<file path="src/rtl/str_asm_pkg.sv">
// Shared definitions for the string assembler: character width and FSM states.
package str_asm_pkg;

    localparam int CHAR_W = 8;

    typedef enum logic {
        COLLECT = 1'b0,
        HOLD    = 1'b1
    } state_t;

endpackage

</file>
<file path="src/rtl/str_assembler.sv">
// String assembler: collects character beats into a right-justified packed
// string (last character in the low byte), then presents it until consumed.
module str_assembler
    import str_asm_pkg::*;
#(
    parameter int MAX_LEN = 16
) (
    input  logic                         clk,
    input  logic                         rst_n,
    input  logic                         in_valid,
    output logic                         in_ready,
    input  logic [CHAR_W-1:0]            in_char,
    input  logic                         in_last,
    input  logic                         in_empty,
    output logic                         out_valid,
    input  logic                         out_ready,
    output logic [CHAR_W*MAX_LEN-1:0]    out_str,
    output logic [$clog2(MAX_LEN+1)-1:0] out_len,
    output logic                         out_ovf
);

    localparam int LEN_W = $clog2(MAX_LEN+1);
    localparam int BUF_W = CHAR_W * MAX_LEN;

    state_t             state_q;
    state_t             state_d;
    logic [BUF_W-1:0]   buf_q;
    logic [LEN_W-1:0]   cnt_q;
    logic               ovf_q;

    logic               accept;
    logic               real_char;
    logic               full;
    logic               consume;

    // A beat carries a real character only when it is not marked empty and is
    // not NUL; NUL bytes vanish exactly as in SV string assignment.
    assign accept    = in_valid && in_ready;
    assign real_char = accept && !in_empty && (in_char != '0);
    assign full      = (cnt_q == LEN_W'(MAX_LEN));
    assign consume   = out_valid && out_ready;

    assign in_ready  = (state_q == COLLECT);
    assign out_valid = (state_q == HOLD);
    assign out_str   = buf_q;
    assign out_len   = cnt_q;
    assign out_ovf   = ovf_q;

    // State register; reset abandons any partial or held string.
    always_ff @(posedge clk or negedge rst_n) begin
        if (!rst_n) begin
            state_q <= COLLECT;
        end else begin
            state_q <= state_d;
        end
    end

    // Next state: the last accepted beat closes the string, consumption reopens.
    always_comb begin
        state_d = state_q;
        case (state_q)
            COLLECT: if (accept && in_last) state_d = HOLD;
            HOLD:    if (out_ready)         state_d = COLLECT;
            default: state_d = COLLECT;
        endcase
    end

    // Shift buffer, count and overflow flag; characters beyond MAX_LEN are
    // dropped so the first MAX_LEN survive, and the flag records the loss.
    always_ff @(posedge clk or negedge rst_n) begin
        if (!rst_n) begin
            buf_q <= '0;
            cnt_q <= '0;
            ovf_q <= 1'b0;
        end else if (consume) begin
            buf_q <= '0;
            cnt_q <= '0;
            ovf_q <= 1'b0;
        end else if (real_char) begin
            if (full) begin
                ovf_q <= 1'b1;
            end else begin
                buf_q <= BUF_W'({buf_q, in_char});
                cnt_q <= cnt_q + LEN_W'(1);
            end
        end
    end

endmodule
</file>
<file path="config.mk">
export PLATFORM = sky130hd
export DESIGN_NAME = str_assembler
export DESIGN_NICKNAME = d
export VERILOG_FILES = /design/src/rtl/str_asm_pkg.sv /design/src/rtl/str_assembler.sv
export SDC_FILE = /design/constraint.sdc
export NUM_CORES = 1
export LEC_CHECK = 0
export CAP_MARGIN = 30
export CORE_MARGIN = 5
export CORE_UTILIZATION = 45
export DETAILED_ROUTE_END_ITERATION = 7
export PLACE_DENSITY = 0.74
export SETUP_SLACK_MARGIN = 0.4
export SLEW_MARGIN = 20
export SYNTH_ARGS = -nofsm -noshare
export SYNTH_HDL_FRONTEND = slang
export SYNTH_SLANG_ARGS = --single-unit
</file>
<file path="constraint.sdc">
create_clock -name clk -period 4.12 [get_ports clk]
set_input_delay 0.618 -clock clk [delete_from_list [all_inputs] [get_ports clk]]
set_output_delay 0.618 -clock clk [all_outputs]
set_load 0.02 [all_outputs]
</file>
Word level (Yosys, flattened, before mapping)
Index checks and enable logic that the tools add are counted.
{ "totals": {"ff_bits": 135, "in_bits": 14, "wordCells": 31} }
{ "op_classes": {"bitwise": 1, "n_reduce_logical": 11, "eq_ne": 2, "add_sub_neg": 1, "muxes": 12} }
{ "ops": {"columns": ["op", "count"], "rows": [
  ["two-way mux 128 bit", 3],
  ["two-way mux 5 bit", 3],
  ["nonzero test 8 bit", 1],
  ["adder 5 x 1 -> 5 bit (second input constant)", 1],
  ["equality test 5 bit (second input constant)", 1],
  ["logical AND 1 bit", 5],
  ["two-way mux 1 bit", 5],
  ["AND reduction 2 bit", 2],
  ["nonzero test 2 bit", 2],
  ["inequality test 2 x 1 -> 1 bit (second input constant)", 1],
  ["one-hot mux 1 bit (2 select lines)", 1],
  ["logical NOT 1 bit", 1],
  ["inverter 1 bit", 1]
]} }

Longest topological paths before layout
{ "logic_depth": {"depth_word": 6, "ltp_mapped": 7, "mapped_depth_nobuf": 6} }

Worst setup path after synthesis
No wires, ideal clock.
{ "synth_path": {"path_kind": "input -> register", "from": "in in_char[7]", "to": "reg buf_q[0], in the netlist out_str[0]", "stages": 6, "n_path_buf": 2, "required_ns": 4.041, "slack_ns": 2.278, "arrival_time_ns": 1.763, "cell_sequence": "nor4_1 > a21boi_2 > o21ai_2 > buf_6 > buf_6 > mux2i_1"} }
{ "synth_via": {"elab_chain_len": 4} }
{ "synth_rtl": {"columns": ["element", "line_no", "text"], "rows": [
  ["from (decl)", "str_assembler.sv:12", "input logic [CHAR_W-1:0] in_char,"],
  ["nonzero test 8 bit", "str_assembler.sv:39", "assign real_char = accept && !in_empty && (in_char != '0);"],
  ["logical AND 1 bit", "str_assembler.sv:39", null],
  ["nonzero test 2 bit (no source line)", null, null],
  ["AND reduction 2 bit (no source line)", null, null],
  ["to (signal assigned)", "str_assembler.sv:83", "buf_q <= BUF_W'({buf_q, in_char});"],
  ["to (decl)", "str_assembler.sv:27", "logic [BUF_W-1:0] buf_q;"]
]} }
No other way between the ends.
A chain may end at the register's enable or synchronous reset.

Final worst setup path
{ "layout_path": {"from": "in in_char[3]", "to": "reg buf_q[83], in the netlist out_str[83]"} }
Same word-level chain as after synthesis.

==> run summary <==
Outcome - completed
Gp weighted congestion - 0.793
Post-DP HPWL - 9500 µm
Total Routing Usage GR - 0.195
Fin area - 7780 µm²
Max clock buf depth - 2
Post-Synthesis Cells - 462
Sw frac - 0.256
Critical path endpoint category - register
Final Max Tran Viols - 0
Global-route wire length before repair - 22,300 µm
Antenna diodes - 0
DR WL/cell - 17.4 µm
Largest net degree at the start of global routing - 81
# hold bufs at CTS - 0
Placement Cell Area - 7180 µm²
Largest fanout on the critical path - 75
H-tree Lvls - 4
Die span in x - 121 µm
CTS tree - done
Number of global-route vias before repair - 4,281
Cell-internal power - 0.00259 W
Area growth, synth to finish - 39.1%
Synth Area per Inst - 12.1 µm²
Post-route ant nets - 0
Critical Path AT - 2.72 ns
Ports - 150
Netlist Area Pre-Place - 5590 µm²
Number of remaining DRC errors - 0
Pre-Repair DR Iteration Count - 5
Pwr Density - 446 nW/µm²
R2R Setup Slk - 2.11 ns
Crit-path cells - clkdlybuf4s50_1, nor4_1, a21boi_2, o21ai_4, buf_12, mux2i_1
Final Cycle Share - 0.580
WP data required - 4.45 ns
Setup bufs post-CTS - 0
Relative slew slack - 0.440
Clock Sinks - 135
Final core occ - 0.643
Max Freq - 0.418 GHz
Initial Util - 0.462
Switching pwr - 0.000889 W
Number of I/O port buffers - 149
Crit path largest cell delay - 0.55 ns
Core Area - 12,100 µm²
Post-synthesis sequential area ratio - 0.604
Final TNS setup - 0 ns
Initial antenna violation count - 0
Post-Synthesis Net Count - 478
CP max-delay cell - nor4_1
Die Height - 121 µm
Iteration-0 DRC count of the detailed router - 250
Place WS - 1.35 ns
Total number of vias - 3,974
Final WL - 13,700 µm
Max_cap viols - 0
Measured slew at the worst slew-check pin - 0.840 ns
Final WS setup - 1.73 ns
Fraction of layout instances using a drive strength above 1 - 0.0694
Clock skew - 0.00565 ns
Worst setup SP type - input port
Vias per std cell - 5.04
Clk pwr share - 0.440
Total chip power - 0.00347 W
Static leakage - 4.05 nW
Number of synthesized register bits - 135
Final Setup Violations - 0
Grt ovf - 0
# rows - 40
Worst hold path class - input port to asynchronous set/reset pin
Comb pwr share - 0.143
TritonCTS Buffers - 17
Yosys warns - 0
Final Hold Fails - 0
Flop pwr share - 0.417
# resized after CTS - 0
RSZ-0062 raised after global routing - false
Yosys cell types - 20
Die area - 14,800 µm²
Worst skew pair latency - 0.42 ns
Fin nets - 623
Root buffer cell - clkbuf_16
Fin crit period - 2.39 ns
Clock transition at path regs - 0.06 ns
Peak supply drop - 347 µV
Kind of critical path - input port to register
[per-layer routing]
metal,routed length [µm],global-route usage,vias up
met5,0,0,-
met4,232,0.0756,0
met3,1310,0.0900,21
met2,6590,0.302,122
met1,5550,0.238,1988
li1,-,-,1843
[path summary, 6_finish.rpt]
| check | start | end | cells after the start |
|---|---|---|---|
| worst max-delay path | in_char[3] | out_str[83] | 6 |
| worst min-delay path | rst_n | out_str[92] | 1 |
| worst max register to register | out_valid | out_str[116] | 4 |
| worst min register to register | out_str[124] | out_str[124] | 2 |
| max in group asynchronous | rst_n | out_str[1] | 2 |
| min in group clk | out_str[124] | out_str[124] | 2 |
[power groups by stage]
stage	combinational, W	clock (W)	sequential, W
after global routing	0.000540	0.00160	0.00146
after CTS	0.000505	0.00155	0.00145
after global placement	0.000491	0	0.00147
final	0.000498	0.00153	0.00145
after floorplan	0.000189	0	0.00155
after detailed placement	0.000501	0	0.00147
[cells by family after synthesis]
| logic type | after synthesis | share of synthesized area |
|---|---|---|
| buffers and inverters | 32 | 0.0382 |
| adder cells (fa/ha/maj) | 2 | 0.00447 |
| multiplexers | 132 | 0.236 |
| flip-flops | 135 | 0.604 |
| AO/OA/AOI/OAI | 7 | 0.00872 |
| AND/OR/NAND/NOR | 154 | 0.108 |
[stage by stage]
step                hold slack (ns)  cells
finish                        0.213    788
global route                  0.272    788
detailed placement            0.522    756
floorplan                     0.322    462
CTS                           0.241    788
global placement              0.512    756
[critical path, delay by kind of cell]
family,cells,cell delay (ns)
buffers and inverters,2,0.87
AO/OA/AOI/OAI,2,0.33
multiplexers,1,0.28
AND/OR/NAND/NOR,1,0.55
[cell type report]
| class | count | area (µm²) |
|---|---|---|
| inverter | 3 | 11.3 |
| sequential | 135 | 3380 |
| tap | 168 | 210 |
| clock buffer | 24 | 512 |
| fill | 973 | 4330 |
| clock inverter | 8 | 92.6 |
| timing repair buffer | 155 | 1560 |
| multi-input combinational | 295 | 2020 |
[synthesized netlist by cell type, drive strengths merged]
library cell / instances / share of area
a21boi: 1 / 0.0020
a21oi: 2 / 0.0018
a31o: 1 / 0.0016
buf: 14 / 0.026
clkbuf: 15 / 0.010
dfrtp: 135 / 0.60
ha: 2 / 0.0045
inv: 3 / 0.0020
mux2i: 132 / 0.24
nand2: 144 / 0.097
nand2b: 1 / 0.0011
nand3: 1 / 0.00089
nand3b: 1 / 0.0013
nand4: 3 / 0.0034
nor2: 1 / 0.00067
nor3b: 1 / 0.0022
nor4: 2 / 0.0022
o21ai: 3 / 0.0034
[cell usage in the layout, fill, tap and decap left out, drive strengths merged, types with 2 or more instances in the layout]
master,Yosys,layout
o21ai,3,3
clkdlybuf4s50,0,148
clkinv,0,5
nand2,144,144
bufinv,0,2
clkbuf,15,24
mux2i,132,132
inv,3,3
ha,2,2
dfrtp,135,135
a21oi,2,2
nand4,3,3
nor4,2,2
buf,14,7
[flip-flops by register name (all words and copies together), names as in the netlist]
name,flops
out_len,5
out_str,128
out_valid,1
out_ovf,1
Note: power is estimated with default switching activity, not from simulation.
